**src/rtl/sram_bus_pkg.sv**
```systemverilog
// Shared definitions for the SRAM-style request bus: default field widths
// and the arbiter FSM state encoding.
package sram_bus_pkg;

  localparam int SB_ADDR_W = 32;
  localparam int SB_DATA_W = 256;
  localparam int SB_TYPE_W = 6;
  localparam int SB_STRB_W = 16;

  typedef enum logic [1:0] {
    ST_IDLE    = 2'd0,
    ST_RD_ADDR = 2'd1,
    ST_RD_DATA = 2'd2,
    ST_WR      = 2'd3
  } sb_state_e;

endpackage

```
**src/rtl/sram_bus_arbiter_n_rr_pick.sv**
```systemverilog
// Request picker: lowest index in fixed mode, first requester at or after
// ptr (cyclic) in round-robin mode.
module rr_pick #(
  parameter int N     = 3,
  parameter int IDX_W = $clog2(N)
) (
  input  logic [N-1:0]     req,
  input  logic [IDX_W-1:0] ptr,
  input  logic             rr_mode,
  output logic [IDX_W-1:0] idx,
  output logic             any
);

  // Scan offsets from farthest to nearest so the nearest requester wins.
  always_comb begin
    int               base;
    int               cand;
    logic [IDX_W-1:0] c_idx;
    idx = '0;
    any = |req;
    base = rr_mode ? int'(ptr) : 0;
    for (int k = N - 1; k >= 0; k--) begin
      cand  = ((base + k) >= N) ? (base + k - N) : (base + k);
      c_idx = cand[IDX_W-1:0];
      if (req[c_idx]) begin
        idx = c_idx;
      end else begin
        idx = idx;
      end
    end
  end

endmodule

```
**src/rtl/sram_bus_arbiter_n.sv**
```systemverilog
// N-master to one-slave arbiter for the SRAM-style request bus. One
// transaction outstanding; a granted master's write is served before its read.
module sram_bus_arbiter_n
  import sram_bus_pkg::*;
#(
  parameter int NUM_M   = 3,
  parameter int ADDR_W  = SB_ADDR_W,
  parameter int DATA_W  = SB_DATA_W,
  parameter int TYPE_W  = SB_TYPE_W,
  parameter int STRB_W  = SB_STRB_W,
  parameter int RR_MODE = 1
) (
  input  logic                       clock,
  input  logic                       reset,
  input  logic [NUM_M-1:0]           m_r_req,
  input  logic [NUM_M*ADDR_W-1:0]    m_r_addr,
  input  logic [NUM_M*TYPE_W-1:0]    m_r_type,
  output logic [NUM_M-1:0]           m_r_rdy,
  output logic [NUM_M-1:0]           m_re_valid,
  output logic [DATA_W-1:0]          m_re_data,
  input  logic [NUM_M-1:0]           m_w_req,
  input  logic [NUM_M*ADDR_W-1:0]    m_w_addr,
  input  logic [NUM_M*DATA_W-1:0]    m_w_data,
  input  logic [NUM_M*TYPE_W-1:0]    m_w_type,
  input  logic [NUM_M*STRB_W-1:0]    m_w_strb,
  output logic [NUM_M-1:0]           m_w_rdy,
  output logic                       s_r_req,
  output logic [ADDR_W-1:0]          s_r_addr,
  output logic [TYPE_W-1:0]          s_r_type,
  input  logic                       s_r_rdy,
  input  logic                       s_re_valid,
  input  logic [DATA_W-1:0]          s_re_data,
  output logic                       s_w_req,
  output logic [ADDR_W-1:0]          s_w_addr,
  output logic [DATA_W-1:0]          s_w_data,
  output logic [TYPE_W-1:0]          s_w_type,
  output logic [STRB_W-1:0]          s_w_strb,
  input  logic                       s_w_rdy
);

  localparam int   IDX_W = $clog2(NUM_M);
  localparam logic RR_EN = (RR_MODE != 0);

  sb_state_e        state_q, state_d;
  logic [IDX_W-1:0] gnt_q, gnt_d;
  logic [IDX_W-1:0] ptr_q, ptr_d;
  logic [IDX_W-1:0] ptr_next_s;
  logic [IDX_W-1:0] pick_idx_s;
  logic             pick_any_s;
  logic [NUM_M-1:0] req_any_s;
  logic             rd_addr_s, rd_data_s, wr_s;

  assign req_any_s  = m_r_req | m_w_req;
  assign ptr_next_s = (gnt_q == IDX_W'(NUM_M - 1)) ? '0 : (gnt_q + IDX_W'(1));

  rr_pick #(.N(NUM_M), .IDX_W(IDX_W)) u_pick (
    .req     (req_any_s),
    .ptr     (ptr_q),
    .rr_mode (RR_EN),
    .idx     (pick_idx_s),
    .any     (pick_any_s)
  );

  // Next-state, grant capture and round-robin pointer advance on completion.
  always_comb begin
    state_d = state_q;
    gnt_d   = gnt_q;
    ptr_d   = ptr_q;
    case (state_q)
      ST_IDLE: begin
        if (pick_any_s) begin
          gnt_d   = pick_idx_s;
          state_d = m_w_req[pick_idx_s] ? ST_WR : ST_RD_ADDR;
        end else begin
          state_d = ST_IDLE;
        end
      end
      ST_RD_ADDR: begin
        if (s_r_rdy) begin
          state_d = ST_RD_DATA;
        end else begin
          state_d = ST_RD_ADDR;
        end
      end
      ST_RD_DATA: begin
        if (s_re_valid) begin
          state_d = ST_IDLE;
          ptr_d   = ptr_next_s;
        end else begin
          state_d = ST_RD_DATA;
        end
      end
      ST_WR: begin
        if (s_w_rdy) begin
          state_d = ST_IDLE;
          ptr_d   = ptr_next_s;
        end else begin
          state_d = ST_WR;
        end
      end
      default: state_d = ST_IDLE;
    endcase
  end

  // State, grant and pointer registers.
  always_ff @(posedge clock) begin
    if (reset) begin
      state_q <= ST_IDLE;
      gnt_q   <= '0;
      ptr_q   <= '0;
    end else begin
      state_q <= state_d;
      gnt_q   <= gnt_d;
      ptr_q   <= ptr_d;
    end
  end

  // Phase decode is masked by reset so downstream requests drop immediately.
  always_comb begin
    rd_addr_s = !reset && (state_q == ST_RD_ADDR);
    rd_data_s = !reset && (state_q == ST_RD_DATA);
    wr_s      = !reset && (state_q == ST_WR);
  end

  // Downstream mux from the granted slice; handshakes routed back to the granted master.
  always_comb begin
    int sel;
    sel        = int'(gnt_q);
    s_r_req    = rd_addr_s;
    s_w_req    = wr_s;
    s_r_addr   = m_r_addr[sel*ADDR_W +: ADDR_W];
    s_r_type   = m_r_type[sel*TYPE_W +: TYPE_W];
    s_w_addr   = m_w_addr[sel*ADDR_W +: ADDR_W];
    s_w_data   = m_w_data[sel*DATA_W +: DATA_W];
    s_w_type   = m_w_type[sel*TYPE_W +: TYPE_W];
    s_w_strb   = m_w_strb[sel*STRB_W +: STRB_W];
    m_re_data  = s_re_data;
    m_r_rdy    = '0;
    m_re_valid = '0;
    m_w_rdy    = '0;
    if (rd_addr_s) begin
      m_r_rdy[gnt_q] = s_r_rdy;
    end else begin
      m_r_rdy = '0;
    end
    if (rd_data_s) begin
      m_re_valid[gnt_q] = s_re_valid;
    end else begin
      m_re_valid = '0;
    end
    if (wr_s) begin
      m_w_rdy[gnt_q] = s_w_rdy;
    end else begin
      m_w_rdy = '0;
    end
  end

endmodule

```
**config.mk**
```make
export PLATFORM = sky130hd
export DESIGN_NAME = sram_bus_arbiter_n
export DESIGN_NICKNAME = d
export VERILOG_FILES = /design/src/rtl/sram_bus_pkg.sv /design/src/rtl/sram_bus_arbiter_n_rr_pick.sv /design/src/rtl/sram_bus_arbiter_n.sv
export SDC_FILE = /design/constraint.sdc
export NUM_CORES = 1
export LEC_CHECK = 0
export CORE_AREA = 4 4 747 749
export CTS_CLUSTER_DIAMETER = 200
export DETAILED_ROUTE_END_ITERATION = 10
export DIE_AREA = 0 0 751 753
export PLACE_DENSITY = 0.3
export SYNTH_ARGS = -nofsm -noshare
export SYNTH_HDL_FRONTEND = slang
export SYNTH_HIERARCHICAL = 1
export SYNTH_SLANG_ARGS = --single-unit
```
**constraint.sdc**
```tcl
create_clock -name clock -period 4.9 [get_ports clock]
set_clock_uncertainty 0.2 [all_clocks]
set_input_delay 0.735 -clock clock [delete_from_list [all_inputs] [get_ports clock]]
set_output_delay 0.735 -clock clock [all_outputs]
set_load 0.02 [all_outputs]
```
# Word level (Yosys, flattened, before mapping)
# Cells that the tools add are included.
# word_totals
ff_bits	6
inputBits	1311
output_inout_bits	615
# classes
n_addsub	6
mul	1
order_cmp	9
eq_ne	6
shifts	6
muxes	29
n_bitwise	4
n_reduce_logical	10
# op_table
cell	count
variable part select 768 x 11 -> 256 bit	1
variable part select 96 x 8 -> 32 bit	2
variable part select 48 x 7 -> 16 bit	1
variable part select 18 x 32 -> 6 bit	1
two-way mux 2 bit	14
variable part select 18 x 6 -> 6 bit	1
< comparator 2 x 3 -> 1 bit, second input constant	5
AND 3 bit	3
two-way mux 3 bit	3
binary-select mux 1 bit (select 2 bit)	4
case mux 2 bit (4 select lines)	1
equality test 2 bit, second input constant	3
greater-or-equal comparator 3 x 2 -> 1 bit, second input constant	2
two-way mux 1 bit	5
logical AND 1 bit	4
multiplier 2 x 2 -> 4 bit, second input constant	1
inequality test 2 bit, second input constant	2
case mux 2 bit (2 select lines)	1
subtractor 2 bit, second input constant	2
adder 2 x 1 -> 3 bit, second input constant	1
adder 2 x 2 -> 3 bit, second input constant	1
OR 3 bit	1
AND reduction 3 bit	1
OR reduction 3 bit	1
10 further kinds	10

# Depth between registers and ports, before layout
# Gate-level depths: netlist of the first run.
# logic_depth
depth_word	13
ltp_mapped	9
depth_no_buf	9

# Hierarchy
# The synthesis of the first run kept the hierarchy.
# modules_own_cells
mod	n_inst	cells_per_inst	area_per_inst_um2
sram_bus_arbiter_n	1	1471	9510.4
rr_pick	1	21	141.4

# Least setup slack after synthesis of the first run
# Ideal clock, no wire load.
# synth_path
path_kind	input to output
start	in reset
end	out m_r_rdy[0]
arrival_ps	2150
t_required_ps	3965
path_slack_ps	1815
stages	4
n_path_buf	1
path_cell_list	clkbuf_1 nor3b_1 nand2_1 nor3_1
# synth_between
elab_chain_len	3
# synth_lines
item	line	text
start: declaration	sram_bus_arbiter_n.sv:14	input logic reset,
zero test 1 bit	sram_bus_arbiter_n.sv:120	rd_addr_s = !reset && (state_q == ST_RD_ADDR);
logical AND 1 bit	sram_bus_arbiter_n.sv:120	
named net s_r_req	sram_bus_arbiter_n.sv:27	output logic s_r_req,
two-way mux 3 bit	sram_bus_arbiter_n.sv:141	if (rd_addr_s) begin
end: declaration	sram_bus_arbiter_n.sv:18	output logic [NUM_M-1:0] m_r_rdy,
# The timed path passes the listed nets, and every way through them passes these cells.

# Worst setup path in the final report of the first run
# layout_path
start	reg gnt_q[0]
end	out s_w_data[213]
# layout_between
elab_chain_len	1
# layout_lines
item	line	text
start: declaration	sram_bus_arbiter_n.sv:45	logic [IDX_W-1:0] gnt_q, gnt_d;
start signal: assignment	sram_bus_arbiter_n.sv:113	gnt_q <= gnt_d;
variable part select 768 x 11 -> 256 bit	sram_bus_arbiter_n.sv:134	s_w_data = m_w_data[sel*DATA_W +: DATA_W];
end: declaration	sram_bus_arbiter_n.sv:35	output logic [DATA_W-1:0] s_w_data,
# No other way between the ends.

==> flow_summary.toml, run 1 <==
[clocking]
clock_sinks = 6
tritoncts = "done"
htreeDepth = 1
post_cts_resized = 0
cts_setup_buffers = 0
cts-root-buf = "clkbuf_16"
cts_hold_buf = 0
clk_pin_slew_ns = 0.05
clkLatencyLatePin_ns = 0.26
cts_buffer_depth = 2
numCtsBuffers = 3

[detailed_routing]
first_pass_iters = 5
drt_iter0_drc = 839
route.detailed.drc = 0
dr_total_vias = 17218
drtAntennaViolNets = 0
wl_per_cell_um = 40.2
vias_per_cell = 1.74
routed_wirelength_um = 398000

[global_route]
overflow = 0
grt_max_degree = 116
grt_use_total_pct = 13.4
grt_antenna_before_repair = 278
grt_pass1_vias = 17466
grt_pass1_wl_um = 437000

[sta]
final-setup-viol-count = 0
drv_slew = 0
worst_slew_pin_slew_ns = 1.23
layout_min_cycle_time_ns = 4.51
whs_ns = 0.279
max_freq_ghz = 0.222
relSlewSlack_pct = 17.3
rsz0062_at_grt = "false"
finalSetupTns_ns = 0
final-hold-violation-count = 0
period_share_pct = 92.1

[cells_and_area]
seqCellArea_um2 = 128
multi_input_area_mm2 = 0.00695
num-fill-cells = 65337
area_delta_synth_final_pct = 226
fin_cells = 9906
drive_above_1_share_pct = 11.6
design_area_mm2 = 0.0315
fin_nets = 3907

[synth]
synthDistinctLibCells = 32
synth-simple-area-share_pct = 15.7
synthFlopType = "dfxtp_1"
yosys.area_share.xor_xnor_pct = 0
muxShareOfSynthArea_pct = 36.6
syn_avg_cell_area_um2 = 6.47
synth_compound_area_share_pct = 19.0
syn_area_mm2 = 0.00965
async_flop_share_pct = 0
synth_top_area_share_pct = 36.4
ys_seq_area_share_pct = 1.24
synth_top_family_by_area = "multiplexers"
ys_warn_count = 6
synth_top_area_cell = "mux2i_1"
synthAdderAreaFrac_pct = 0.259
ys_ff_latch = 6
synth_edf_count = 0
synthCells = 1492
synthTopCellsByArea = "mux2i_1, buf_4, o21ai_0"

[pwr]
power_density_mw_per_mm2 = 131
power_leakage_nw = 8.02
irDropWorstVdd_mv = 0.118

[floorplan]
io_pins = 1926
initial_core_util_pct = 1.75
fp-row-count = 273
die_h_um = 753
dieArea_mm2 = 0.566
core_area_mm2 = 0.551
fp.dieW_um = 751

[outcome]
outcome = "complete, no violations"

[placed_design]
place_inst = 9876
hpwlAfterDp_um = 382000
place_area_mm2 = 0.0313
portBuffers = 1413
gp_congestion = 0.897

[run]
max_cap_viol_count = 0

[worst_setup_path]
crit_top_cell = "buf_4"
critPathCaptureType = "output port"
critPathRequiredTime_ns = 3.96
cp.arrival_ns = 3.58
crit_start = "gnt_q[0]$_SDFFE_PP0P_"
path_cells = "buf_12 > buf_4 > mux2i_1 > o21ai_0 > buf_4"
crit_path_start_kind = "flop"
crit_fanout = 39
max_stage_delay_ns = 1.00
worst-setup-path-type = "flop to output port"
rr_startpoint = "ptr_q[0]$_SDFFE_PP0P_"
slowest_stage = "o21ai_0"

[hold_path]
hp-class = "flop to flop"
min_from = "ptr_q[1]$_SDFFE_PP0P_"
==> worst max-delay path, delay by kind of cell (launching register included) <==
| family | cells | cell delay (ns) |
|---|---|---|
| mux | 1 | 0.25 |
| buf+inv | 3 | 1.04 |
| flops | 1 | 0.62 |
| compound gates | 1 | 1.00 |
==> per-layer routing <==
| metal | track usage, % | vias up | share of wire, % |
|---|---|---|---|
| li1 | - | 7085 | - |
| met1 | 11.2 | 7538 | 28 |
| met2 | 21.3 | 1943 | 43 |
| met3 | 14.5 | 582 | 24 |
| met4 | 3.79 | 70 | 4.1 |
| met5 | 0.00850 | - | 0.12 |
==> path summary, 6_finish.rpt <==
| kind | slack [ns] | end | cells past startpoint |
|---|---|---|---|
| worst max-delay path | 0.39 | s_w_data[213] | 5 |
| worst min-delay path | 0.28 | ptr_q[1]$_SDFFE_PP0P_ | 2 |
| worst max register to register | 2.26 | state_q[1]$_SDFF_PP0_ | 8 |
| worst min register to register | 0.28 | ptr_q[1]$_SDFFE_PP0P_ | 2 |
==> logic make-up after synthesis <==
family	count (synthesis)
multiplexers	353
AND/OR/NAND/NOR	386
buffers and inverters	381
AO/OA/AOI/OAI	363
adder cells (fa/ha/maj)	2
other	1
flip-flops	6
==> cell type report <==
| class | instances | share of cell area, % |
|---|---|---|
| inverters | 5 | 0.0596 |
| flip-flops and latches | 6 | 0.405 |
| repair buffers | 1471 | 48.0 |
| diodes | 26 | 0.207 |
| multi-input cells | 1107 | 22.1 |
| clock buffers | 4 | 0.250 |
| well taps | 7287 | 29.0 |
==> synthesized netlist by cell type, drive strengths merged (3+ instances only) <==
cell / instances
nand2: 355
o21ai: 352
mux2i: 351
buf: 325
clkbuf: 51
nor2: 9
a21oi: 6
dfxtp: 6
inv: 5
nand2b: 4
or2: 4
nor3: 3
or3: 3
==> placed cells by master, fill, tap and decap left out, types with 3 or more instances in the layout <==
cell type / instances
a21oi_1: 5
buf_12: 88
buf_4: 192
clkbuf_16: 3
clkdlybuf4s50_1: 1189
conb_1: 3
dfxtp_1: 4
diode_2: 26
inv_1: 5
mux2i_1: 346
mux2i_2: 5
nand2_1: 355
nand2b_1: 4
nor2_1: 9
nor3_1: 3
o21ai_0: 347
o21ai_1: 5
or2_2: 4
or3_1: 3
==> through the flow <==
stage	total power, mW	utilization [%]	worst slack [ns]
6_report	4.13	5.71	0.389
5_1_grt	4.44	5.70	0.279
4_1_cts	4.33	5.70	0.233
3_5_place_dp	4.14	5.68	0.522
3_3_place_gp	4.15	5.68	0.263
2_1_floorplan	1.32	-	1.82
==> registers in the layout (all words and copies together) (netlist names) <==
register  count
gnt_q         2
ptr_q         2
state_q       2
==> where the power goes <==
| part | total [mW] | switching [mW] | internal [mW] | leakage (nW) |
|---|---|---|---|---|
| clock network | 0.163 | 0.0530 | 0.110 | 0.0383 |
| registers | 0.0689 | 0.0155 | 0.0534 | 0.0507 |
| logic | 3.89 | 2.26 | 1.63 | 7.93 |
| total | 4.13 | 2.33 | 1.79 | 8.02 |
Power figures use the tool's default switching activity.
==> inputs of run 2 (changes only) <==
--- a/config.mk
+++ b/config.mk
@@ -9,6 +9,7 @@
 export CTS_CLUSTER_DIAMETER = 200
 export DETAILED_ROUTE_END_ITERATION = 10
 export DIE_AREA = 0 0 751 753
+export GPL_ROUTABILITY_DRIVEN = 1
 export PLACE_DENSITY = 0.3
 export SYNTH_ARGS = -nofsm -noshare
 export SYNTH_HDL_FRONTEND = slang
==> results of run 2 <==
No change in the layout: final DEF, timing and power equal those of run 1.
